===== src/rtl/y_seq_divider_pkg.sv =====
// Shared definitions for the sequential restoring divider: default width,
// FSM state encoding and the iteration counter width.
package y_seq_divider_pkg;

  localparam int unsigned DIV_WIDTH = 32;

  typedef enum logic [1:0] {
    S_IDLE = 2'd0,
    S_RUN  = 2'd1,
    S_DONE = 2'd2
  } state_e;

  function automatic int unsigned cnt_width(input int unsigned w);
    return $clog2(w) + 1;
  endfunction

endpackage


===== src/rtl/y_div_step.sv =====
// One restoring-division step: shift the next dividend bit into the partial
// remainder, trial-subtract the divisor by complement and carry-in, keep or restore.
module y_div_step
  import y_seq_divider_pkg::*;
#(
  parameter int unsigned WIDTH = DIV_WIDTH
) (
  input  logic [WIDTH:0]   rem_i,
  input  logic [WIDTH-1:0] qreg_i,
  input  logic [WIDTH-1:0] divisor_i,
  output logic [WIDTH:0]   rem_o,
  output logic [WIDTH-1:0] qreg_o
);

  logic [WIDTH:0] shifted;
  logic [WIDTH:0] trial;
  logic           carry;
  // The remainder MSB is always zero after a restore, so it is shifted out.
  logic           rem_msb_unused;

  assign rem_msb_unused = rem_i[WIDTH];

  // NOTE: every output gets a value on every path through this block, so no latch is inferred.
  always_comb begin
    shifted        = {rem_i[WIDTH-1:0], qreg_i[WIDTH-1]};
    {carry, trial} = {1'b0, shifted} + {1'b0, ~{1'b0, divisor_i}} + {{(WIDTH+1){1'b0}}, 1'b1};
    if (carry) begin
      rem_o  = trial;
      qreg_o = {qreg_i[WIDTH-2:0], 1'b1};
    end else begin
      rem_o  = shifted;
      qreg_o = {qreg_i[WIDTH-2:0], 1'b0};
    end
  end

endmodule


===== src/rtl/y_seq_divider.sv =====
// Multi-cycle unsigned divider: start/ready launch, one quotient bit per clock,
// result presented with a one-cycle valid pulse and held until the next accept.
module y_seq_divider
  import y_seq_divider_pkg::*;
#(
  parameter int unsigned WIDTH = DIV_WIDTH
) (
  input  logic             clk,
  input  logic             rst_n,
  input  logic             start,
  input  logic [WIDTH-1:0] a,
  input  logic [WIDTH-1:0] b,
  output logic             ready,
  output logic             busy,
  output logic             valid,
  output logic [WIDTH-1:0] q,
  output logic [WIDTH-1:0] r,
  output logic             dz
);

  localparam int unsigned CW = cnt_width(WIDTH);

  state_e           state_q;
  logic [WIDTH-1:0] qreg_q, qreg_d;
  logic [WIDTH-1:0] divisor_q;
  logic [WIDTH:0]   rem_q, rem_d;
  logic [CW-1:0]    count_q;
  logic             ready_q, busy_q, valid_q, dz_q;
  logic [WIDTH-1:0] q_q, r_q;

  y_div_step #(.WIDTH(WIDTH)) u_step (
    .rem_i    (rem_q),
    .qreg_i   (qreg_q),
    .divisor_i(divisor_q),
    .rem_o    (rem_d),
    .qreg_o   (qreg_d)
  );

  // NOTE: state uses non-blocking assignments so every register sees pre-edge values.
  always_ff @(posedge clk) begin
    // NOTE: the datapath registers are plain flops, not memories, so resetting them is cheap.
    if (!rst_n) begin
      state_q   <= S_IDLE;
      ready_q   <= 1'b1;
      busy_q    <= 1'b0;
      valid_q   <= 1'b0;
      q_q       <= '0;
      r_q       <= '0;
      dz_q      <= 1'b0;
      count_q   <= '0;
      qreg_q    <= '0;
      divisor_q <= '0;
      rem_q     <= '0;
    end else begin
      valid_q <= 1'b0;
      case (state_q)
        S_IDLE: begin
          if (start) begin
            qreg_q    <= a;
            divisor_q <= b;
            rem_q     <= '0;
            count_q   <= '0;
            q_q       <= '0;
            r_q       <= '0;
            dz_q      <= 1'b0;
            ready_q   <= 1'b0;
            if (b == '0) begin
              state_q <= S_DONE;
            end else begin
              state_q <= S_RUN;
              busy_q  <= 1'b1;
            end
          end
        end
        S_RUN: begin
          rem_q   <= rem_d;
          qreg_q  <= qreg_d;
          count_q <= count_q + 1'b1;
          if (count_q == CW'(WIDTH - 1)) begin
            state_q <= S_DONE;
            busy_q  <= 1'b0;
          end
        end
        S_DONE: begin
          // A zero divisor skips RUN: quotient saturates, dividend returned as remainder.
          if (divisor_q == '0) begin
            q_q  <= '1;
            r_q  <= qreg_q;
            dz_q <= 1'b1;
          end else begin
            q_q  <= qreg_q;
            r_q  <= rem_q[WIDTH-1:0];
          end
          valid_q <= 1'b1;
          ready_q <= 1'b1;
          state_q <= S_IDLE;
        end
        default: begin
          state_q <= S_IDLE;
          ready_q <= 1'b1;
          busy_q  <= 1'b0;
        end
      endcase
    end
  end

  assign ready = ready_q;
  assign busy  = busy_q;
  assign valid = valid_q;
  assign q     = q_q;
  assign r     = r_q;
  assign dz    = dz_q;

endmodule


===== config.mk =====
export PLATFORM = sky130hd
export DESIGN_NAME = y_seq_divider
export DESIGN_NICKNAME = d
export VERILOG_FILES = /design/src/rtl/y_seq_divider_pkg.sv /design/src/rtl/y_div_step.sv /design/src/rtl/y_seq_divider.sv
export SDC_FILE = /design/constraint.sdc
export NUM_CORES = 1
export LEC_CHECK = 0
export ABC_AREA = 1
export CAP_MARGIN = 25
export CORE_UTILIZATION = 52
export CTS_BUF_LIST = sky130_fd_sc_hd__clkbuf_8
export DETAILED_ROUTE_END_ITERATION = 6
export PLACE_DENSITY_LB_ADDON = 0.05
export SKIP_LAST_GASP = 1
export SLEW_MARGIN = 20
export SYNTH_ARGS = -nofsm -noshare
export SYNTH_HDL_FRONTEND = slang
export SYNTH_SLANG_ARGS = --single-unit

===== constraint.sdc =====
create_clock -name clk -period 1.9 [get_ports clk]
set_input_delay 0.19 -clock clk [delete_from_list [all_inputs] [get_ports clk]]
set_output_delay 0.19 -clock clk [all_outputs]
set_load 0.02 [all_outputs]

# Word level (Yosys, flattened, before mapping)
# Cells that the tools add are included.
[word_totals]
ff_bits = 172
inputBits = 67
out_inout_bits = 68
word_cells = 62
[classes]
n_addsub = 3
n_eq_ne = 7
muxes = 26
bitwise_logic = 3
n_reduce_logical = 12
[ops]
columns = ["op", "count"]
rows = [
  ["$pmux 32 s2", 4],
  ["$mux 32", 6],
  ["$logic_not 32->1", 2],
  ["$add 33x33->34", 1],
  ["$add 34x1->34 const B", 1],
  ["$not 32->33", 1],
  ["$pmux 6 s2", 1],
  ["$reduce_and 2->1", 5],
  ["$ne 2x2->1 const B", 4],
  ["$mux 1", 7],
  ["$add 6x1->6 const B", 1],
  ["$eq 6x5->1 const B", 1],
  ["$mux 2", 3],
  ["$mux 6", 1],
  ["$pmux 1 s2", 2],
  ["$pmux 2 s2", 1],
  ["$reduce_and 4->1", 1],
  ["$reduce_bool 2->1", 2],
  ["$pmux 1 s3", 1],
  ["$reduce_and 3->1", 1],
  ["$eq 2x1->1 const B", 1],
  ["$eq 2x2->1 const B", 1],
  ["$logic_not 2->1", 1],
  ["$not 1->1", 2],
]

# Longest topological paths before layout
# Gate-level depths: netlist of run 1.
[depth]
word_depth = 5
mapped_depth = 17
mapped_depth_nobuf = 17

# Hierarchy
# A second synthesis of run 1 with hierarchy kept.
[unflattened]
hier_cells = 1640
area_unflattened_um2 = 10516.3
[by_module_without_submodules]
columns = ["mod", "n_inst", "cells_per_inst", "area_per_inst_um2", "seq_area_each_um2"]
rows = [
  ["y_seq_divider", 1, 945, 7045.5, 3463.3],
  ["y_div_step", 1, 695, 3470.8, 0.0],
]

# Least setup slack after synthesis of run 1
# No wires, ideal clock.
[synth_path]
kind = "register -> register"
startpoint = "register qreg_q[31]"
endpoint = "register rem_q[20]"
setup_ns = 0.128
arrival_time_ns = 1.921
required_ns = 1.772
path_slack_ns = -0.149
stages_incl_launch_ff = 18
path_buffers = 0
period_less_slack_ns = 2.049
cell_sequence = "dfxtp_1 -> inv_1 -> ha_1 -> fa_1 -> inv_1 -> nand3_1 -> nand3_1 -> nand2_1 -> nand2_1 -> nand2_1 -> nand2_1 -> nand2_1 -> nand2_1 -> nand2_1 -> nand2_1 -> nor2_1 -> nor2_1 -> nor2_1"
[synth_between]
elab_chain_len = 4
[synth_lines]
columns = ["item", "line", "source"]
rows = [
  ["from (decl)", "y_seq_divider.sv:24", "logic [WIDTH-1:0] qreg_q, qreg_d;"],
  ["from (signal assigned)", "y_seq_divider.sv:77", "qreg_q <= qreg_d;"],
  ["$add 33x33->34", "y_div_step.sv:26", "{carry, trial} = {1'b0, shifted} + {1'b0, ~{1'b0, divisor_i}} + {{(WIDTH+1){1'b0}}, 1'b1};"],
  ["$add 34x1->34", "y_div_step.sv:26", ""],
  ["$mux 32", "y_div_step.sv:27", "if (carry) begin"],
  ["$pmux 32 s2", "y_seq_divider.sv:56", "case (state_q)"],
  ["to (signal assigned)", "y_seq_divider.sv:76", "rem_q <= rem_d;"],
  ["to (decl)", "y_seq_divider.sv:26", "logic [WIDTH:0] rem_q, rem_d;"],
]
# No other way between the ends.
# A chain may end at the register's enable or synchronous reset.

# Worst setup path in the final report of run 1
[layout_path]
startpoint = "register divisor_q[28]"
endpoint = "register rem_q[26]"
[layout_between]
elab_chain_len = 5
[layout_lines]
columns = ["item", "line", "source"]
rows = [
  ["from (decl)", "y_seq_divider.sv:25", "logic [WIDTH-1:0] divisor_q;"],
  ["from (signal assigned)", "y_seq_divider.sv:52", "divisor_q <= '0;"],
  ["from (signal assigned)", "y_seq_divider.sv:60", "divisor_q <= b;"],
  ["$not 32->33", "y_div_step.sv:26", ""],
  ["$add 33x33->34", "y_div_step.sv:26", ""],
  ["$add 34x1->34", "y_div_step.sv:26", ""],
  ["$mux 32", "y_div_step.sv:27", ""],
  ["$pmux 32 s2", "y_seq_divider.sv:56", ""],
]
# No other way between the ends.

==> results.md, run 1 <==
* Status: complete, but fails checks
* Failing checks: DRC, setup timing
* HP Class: in2reg
* Critical path fanouts, max at 8
* Hold WS at ~0.20 ns
* Buffers on Ports at 134
* Total Routing Usage GR at between 30% and 40%
* First-pass GRT wire length at 51.1 mm
* Post-Route WL at 32.7 mm
* Worst Hold Depth at 3
* Die Ht at between 100 and 150 microns
* Total power at 11.5 mW
* Worst-Skew Late Latency at 0.50 ns
* Skew final at about 0.021 ns
* H-tree levels at 4
* Pre-antenna DRT Iters at 7
* RSZ-0062 raised after global routing: true
* Die width at 139 microns
* Worst-margin pin slew at ~0.46 ns
* Setup TNS at -6.75 ns
* Vias/cell at 5.47
* CP max-delay cell: dfxtp_2
* Largest net degree at the start of global routing at approximately 90
* Fin. Hold Viols at 0
* Yosys top cell area share at 35.5%
* CP max stage delay at between 0.3 and 0.4 ns
* RR Endpoint: rem_q[26]
* Clk sink count at 172
* Top delay family on crit path: compound AO/OA/AOI/OAI gates
* Setup Viol. Count Final at 91
* Sequence of cells on the critical path: inv_2 > ha_4 > a21o_1 > o21bai_1 > nand2_1 > a21oi_4 > nand2_8 > nand2_8 > buf_12 > nand2_1 > nand2_1 > a21oi_2
* Post-Synthesis Cells at 1465
* Synthesis-to-finish area growth at 47.9%
* Clock transition at path regs at ~0.11 ns
* Fin area at 14300 sq um
* Die area at between 15000 and 20000 sq um
* DP HPWL at 23.6 mm
* Tcrit/Tclk final at 110%
* Crit start category: register
* WP data arrival at 2.47 ns
* Most Frequent Cell on Critical Path: nand2_1
* Cell Rows at 49
* MaxCap Viol Count at 0
* Place WS at -0.306 ns
* Synthesized area per cell at 6.61 sq um
* DR DRC count at 18
* Final core occ at 79.2%
* Slew HR at approximately 69%
* Hold path endpoint: rem_q[20]
* Setup WS post-layout at -0.195 ns
* Initial drt markers at 820
* Fin cells at 2026
* # IOs at approximately 140
* Total gr overflow at 0
* Maximum vdd drop at 0.000544 V
* R2r startpoint: divisor_q[28]
* Longest Clk Path Bufs at 2
* Final ANT Viol Nets at 0
* Hold Path Origin: rst_n
* Worst reg2reg path depth at 12
* CP required at around 2.3 ns
* FMAX at roughly 480 MHz
* Area of the core at between 15000 and 20000 sq um
* Synth cell types at 41
* Vias in the first global route at roughly 10k
* Nets at between 1.5k and 2k
* Root Buffer: clkbuf_8
* Sequential fraction of the synthesis area at a little over a third
* Share of layout cells above drive strength 1 at 27.5%
* CTS Hold Bufs at 0
* Worst path bufs/invs at 2
* R2R Setup Slk at -0.19 ns
* Netlist Area Pre-Place at roughly 9700 sq um
* Largest area contributor in the netlist: dfxtp_1
* Starting Density at a little over half
* Pwr/cell area at 805 nW/um^2
* Fin. max-slew vios at 0
* Mapped Nets at 1566
* Syn. warnings at 0
* Flop and latch count out of synthesis at roughly 170
* Dpl cell area at 13100 sq um
* Leak at 6.39 nW
* Drt wl/cell at 16.2 microns
* CTS buffer count at 17
* Antenna violations before repair at 0
* # placed instances at roughly 2.0k
* N_diodes at 0
* Crit end category: register
* Global placer's final weighted congestion at 0.949
* Via count at approximately 11k
* Final Critical Period at 2.09 ns
* Worst Setup Path Type: reg2reg
* CTS tree: done
* Synth area leaders: dfxtp_1 (36%), nand2_1 (17%), inv_1 (7.7%), a21oi_1 (7.0%), ha_1 (4.3%)
==> logic make-up (layout without fill, tap and decap cells) <==
group                      count (synthesis)  after routing  synth area share (%)
buffers and inverters                    282            613                  11.4
AOI/OAI and AO/OA                        331            331                  19.8
adders and majority gates                 34             34                  4.47
xor gates and xnor gates                  14             14                  1.27
DFF                                      172            172                  35.5
and+or+nand+nor                          632            633                  27.6
==> sequential cells by signal, indices dropped and copies added (netlist names) <==
name	count
state_q	2
rem_q	32
busy	1
qreg_q	32
dz	1
divisor_q	32
r	32
q	32
valid	1
ready	1
count_q	6
==> cells in the final DEF, fill, tap and decap left out, types with 3 or more instances in the layout <==
| cell type | instances |
|---|---|
| nor2_2 | 10 |
| dfxtp_1 | 135 |
| buf_12 | 15 |
| xor2_1 | 4 |
| clkbuf_8 | 18 |
| o21bai_1 | 3 |
| nand2_2 | 47 |
| xnor2_1 | 8 |
| nor2_1 | 59 |
| a21oi_2 | 13 |
| buf_4 | 214 |
| a22oi_1 | 32 |
| nor4_1 | 12 |
| o211ai_1 | 33 |
| inv_2 | 34 |
| o21ai_1 | 11 |
| ha_1 | 6 |
| nand3_1 | 53 |
| nand2_8 | 3 |
| buf_6 | 7 |
| ha_4 | 27 |
| inv_6 | 5 |
| clkinv_8 | 4 |
| nand3_2 | 8 |
| inv_1 | 171 |
| nand4_1 | 26 |
| nand3b_1 | 9 |
| nand2_1 | 371 |
| a31oi_1 | 33 |
| o21a_1 | 4 |
| dfxtp_2 | 35 |
| o21ai_0 | 72 |
| nand2_4 | 17 |
| a21oi_1 | 121 |
| a21oi_4 | 3 |
| nor2_4 | 10 |
| clkdlybuf4s50_1 | 133 |
==> metal layers <==
metal	GRT usage, %	vias up	wire length (microns)
li1	-	5436	-
met1	42.1	5142	13700
met2	56.1	425	15400
met3	5.30	81	2280
met4	14.8	0	1360
met5	0	-	0
==> where the power goes <==
| group | switching (mW) | internal [mW] | total (mW) |
|---|---|---|---|
| clock | 1.61 | 1.01 | 2.62 |
| combinational | 2.66 | 2.17 | 4.82 |
| sequential | 0.228 | 3.86 | 4.09 |
==> worst max path at each step <==
stage	cells after the start	slack, ns	startpoint	end
2_1_floorplan	14	0.005	divisor_q[30]	rem_q[19]
3_3_place_gp	8	-0.28	b[31]	busy
3_5_place_dp	8	-0.31	b[28]	state_q[0]
4_1_cts	17	-0.13	qreg_q[31]	rem_q[20]
5_1_grt	15	-0.30	divisor_q[13]	rem_q[22]
6_report	12	-0.19	divisor_q[28]	rem_q[26]
==> cells in the mapped netlist, drive strengths merged <==
library cell	n
a21o	1
nor2	79
xnor2	10
or2	1
nand3b	9
nand4	26
a22oi	32
fa	1
dfxtp	172
nor3	4
a221oi	1
o21ai	85
a21oi	137
o32ai	1
nand2	437
a31oi	33
nand3	62
o21a	4
nor4	14
inv	207
clkinv	2
o21bai	4
xor2	4
ha	33
o211ai	33
buf	23
clkbuf	50
==> final cells by class <==
cell class,instances,area (sq um)
fill,1372,3760
tap,229,287
sequential,172,3490
clock inverter,14,153
inverter,209,791
clock buffer,18,248
multi-input combinational,1012,5990
timing repair buffer,372,3360
==> worst reg2reg max path: stages (launching register included) <==
cell and delay [ns]:
dfxtp_2 0.35, inv_2 0.05, ha_4 0.25, a21o_1 0.18, o21bai_1 0.17, nand2_1 0.12, a21oi_4 0.29, nand2_8 0.12
nand2_8 0.11, buf_12 0.14, nand2_1 0.06, nand2_1 0.07, a21oi_2 0.05
==> repair_timing <==
| action | CTS | global route |
|---|---|---|
| pin swaps | 30 | 26 |
| cloned | 1 | 1 |
| resized for setup | 107 | 89 |
| endpoints found under the setup margin | 97 | 101 |
| setup buffers | 14 | 12 |
Power figures use the tool's default switching activity.
==> inputs of run 2 (changes only) <==
- CORE_UTILIZATION: 52 -> 57
- PLACE_DENSITY: not set -> 0.83
- PLACE_DENSITY_LB_ADDON: 0.05 -> not set
- clock period: 1.9 -> 2 ns (I/O delays scaled with it)
==> results.md, run 2 (synthesized netlist as in run 1, its figures left out) <==
* Worst reg2reg path depth at 13
* Die width at 132 microns
* Longest Clk Path Bufs at 2
* Nets at between 1.5k and 2k
* CP max-delay cell: dfxtp_2
* Failing checks: setup timing
* RSZ-0062 raised after global routing: true
* Final core occ at a little under nine tenths
* CP required at between 2 and 2.5 ns
* CTS buffer count at 17
* DP HPWL at roughly 24 mm
* CTS Hold Bufs at 0
* Initial drt markers at 1143
* Clock transition at path regs at 0.11 ns
* Synthesis-to-finish area growth at 46.1%
* Final ANT Viol Nets at 0
* CP max stage delay at 0.36 ns
* RR Endpoint: rem_q[9]
* Sequence of cells on the critical path: inv_2 > ha_4 > inv_4 > nor2_4 > nand2_4 > buf_6 > nor3_4 > nand2_8 > nand2_8 > nand2_8 > nor2_1 > o21ai_1 > inv_1
* Via count at 11.8k
* Cell Rows at between 40 and 50
* MaxCap Viol Count at 0
* Setup TNS at -7.07 ns
* Fill cell count at 990
* Area of the core at 16600 sq um
* Crit end category: register
* Largest net degree at the start of global routing at 67
* Fin area at approximately 14000 sq um
* H-tree levels at 4
* Total Routing Usage GR at 38.5%
* # placed instances at just under 2k
* Drt wl/cell at 18.6 microns
* Setup WS post-layout at -0.170 ns
* N_diodes at 0
* Die area at around 18000 sq um
* DR DRC count at 0
* Slew HR at 59.9%
* Pwr/cell area at 789 nW/um^2
* Fin. Hold Viols at 0
* Top delay family on crit path: simple AND/OR/NAND/NOR gates
* Most common cell after layout, fill and taps aside: nand2_1
* Critical path fanouts, max at 17
* Maximum vdd drop at 0.000566 V
* FMAX at 461 MHz
* Antenna violations before repair at 1
* Vias in the first global route at 10.9k
* CTS tree: done
* R2R Setup Slk at -0.17 ns
* Most Frequent Cell on Critical Path: nand2_8
* Leak at 6.27 nW
* Total gr overflow at 0
* Status: complete, but fails checks
* Fin. max-slew vios at 0
* Worst Setup Path Type: reg2reg
* Place WS at -0.290 ns
* Area of the multi-input gates at 6110 sq um
* HP Class: in2reg
* First-pass GRT wire length at ~54 mm
* Dpl cell area at 12500 sq um
* Crit start category: register
* Worst Hold Depth at 3
* Root Buffer: clkbuf_8
* Worst-Skew Late Latency at 0.49 ns
* Skew final at between 0.02 and 0.025 ns
* Starting Density at 58.4%
* Vias/cell at 5.94
* Hold Path Origin: rst_n
* Setup Viol. Count Final at 98
* R2r startpoint: divisor_q[31]
* Fin cells at approximately 2.0k
* Hold WS at 0.245 ns
* Final Critical Period at 2.17 ns
* WP data arrival at 2.59 ns
* Tcrit/Tclk final at 109%
* Die Ht at roughly 130 microns
* Hold path endpoint: rem_q[19]
* Worst path bufs/invs at 4
* Clk sink count at about 170
* Total power at 11.2 mW
* Global placer's final weighted congestion at 0.966
* Worst-margin pin slew at between 0.6 and 0.7 ns
* Buffers on Ports at between 100 and 150
* Share of layout cells above drive strength 1 at 27.6%
* Pre-antenna DRT Iters at 7
* Most frequent cells in the layout: nand2_1 (377), buf_4 (181), inv_1 (167), clkdlybuf4s50_1 (133), dfxtp_1 (130)
* Post-Route WL at 36.8 mm
* # IOs at 135
* Storage element area at around 3500 sq um
-- run 2: changes by cell type in the layout (fill, tap and decap cells not counted), sizes merged --
cell,before,now
clkbuf,19,20
inv,213,216
buf,238,200
clkinvlp,2,0
-- run 2: power breakdown --
part           switching (mW)  internal (mW)  leakage (nW)
Combinational            2.72           2.03          4.65
Clock                    1.57          0.949         0.204
Sequential              0.227           3.67          1.42
-- run 2: per-layer routing --
| metal | track usage (%) | vias to the layer above | wire, microns |
|---|---|---|---|
| met5 | 0 | - | 0 |
| li1 | - | 5371 | - |
| met1 | 46.8 | 5397 | 13800 |
| met4 | 19.9 | 0 | 2430 |
| met3 | 6.34 | 214 | 3330 |
| met2 | 65.6 | 792 | 17200 |
-- run 2: timing repair --
action                     in CTS  in global routing
gates resized for setup       131                130
cloned                          2                  3
setup endpoints to repair      41                103
pin swaps                      36                 42
buffers inserted               14                  9
-- run 2: cell type report --
class                   instances  area share [%]
multi-input cells            1012            43.2
flip-flops and latches        172            24.7
repair buffers                336            21.8
inverters                     209            5.61
well taps                     220            1.94
clock buffers                  17            1.65
clock inverters                15            1.18
-- run 2: how the worst max path moves through the flow --
stage | to | cells past startpoint | slack (ns) | startpoint
2_1_floorplan | rem_q[19] | 14 | 0.01 | divisor_q[29]
3_3_place_gp | rem_q[19] | 11 | -0.26 | divisor_q[30]
3_5_place_dp | rem_q[19] | 11 | -0.29 | divisor_q[30]
4_1_cts | rem_q[1] | 14 | -0.09 | divisor_q[20]
5_1_grt | rem_q[4] | 13 | -0.24 | divisor_q[28]
6_report | rem_q[9] | 13 | -0.17 | divisor_q[31]
-- run 2: tightest hold or removal path, cell delays in order --
cell and delay [ns]:
buf_2 0.10, inv_2 0.23, nor2_1 0.16
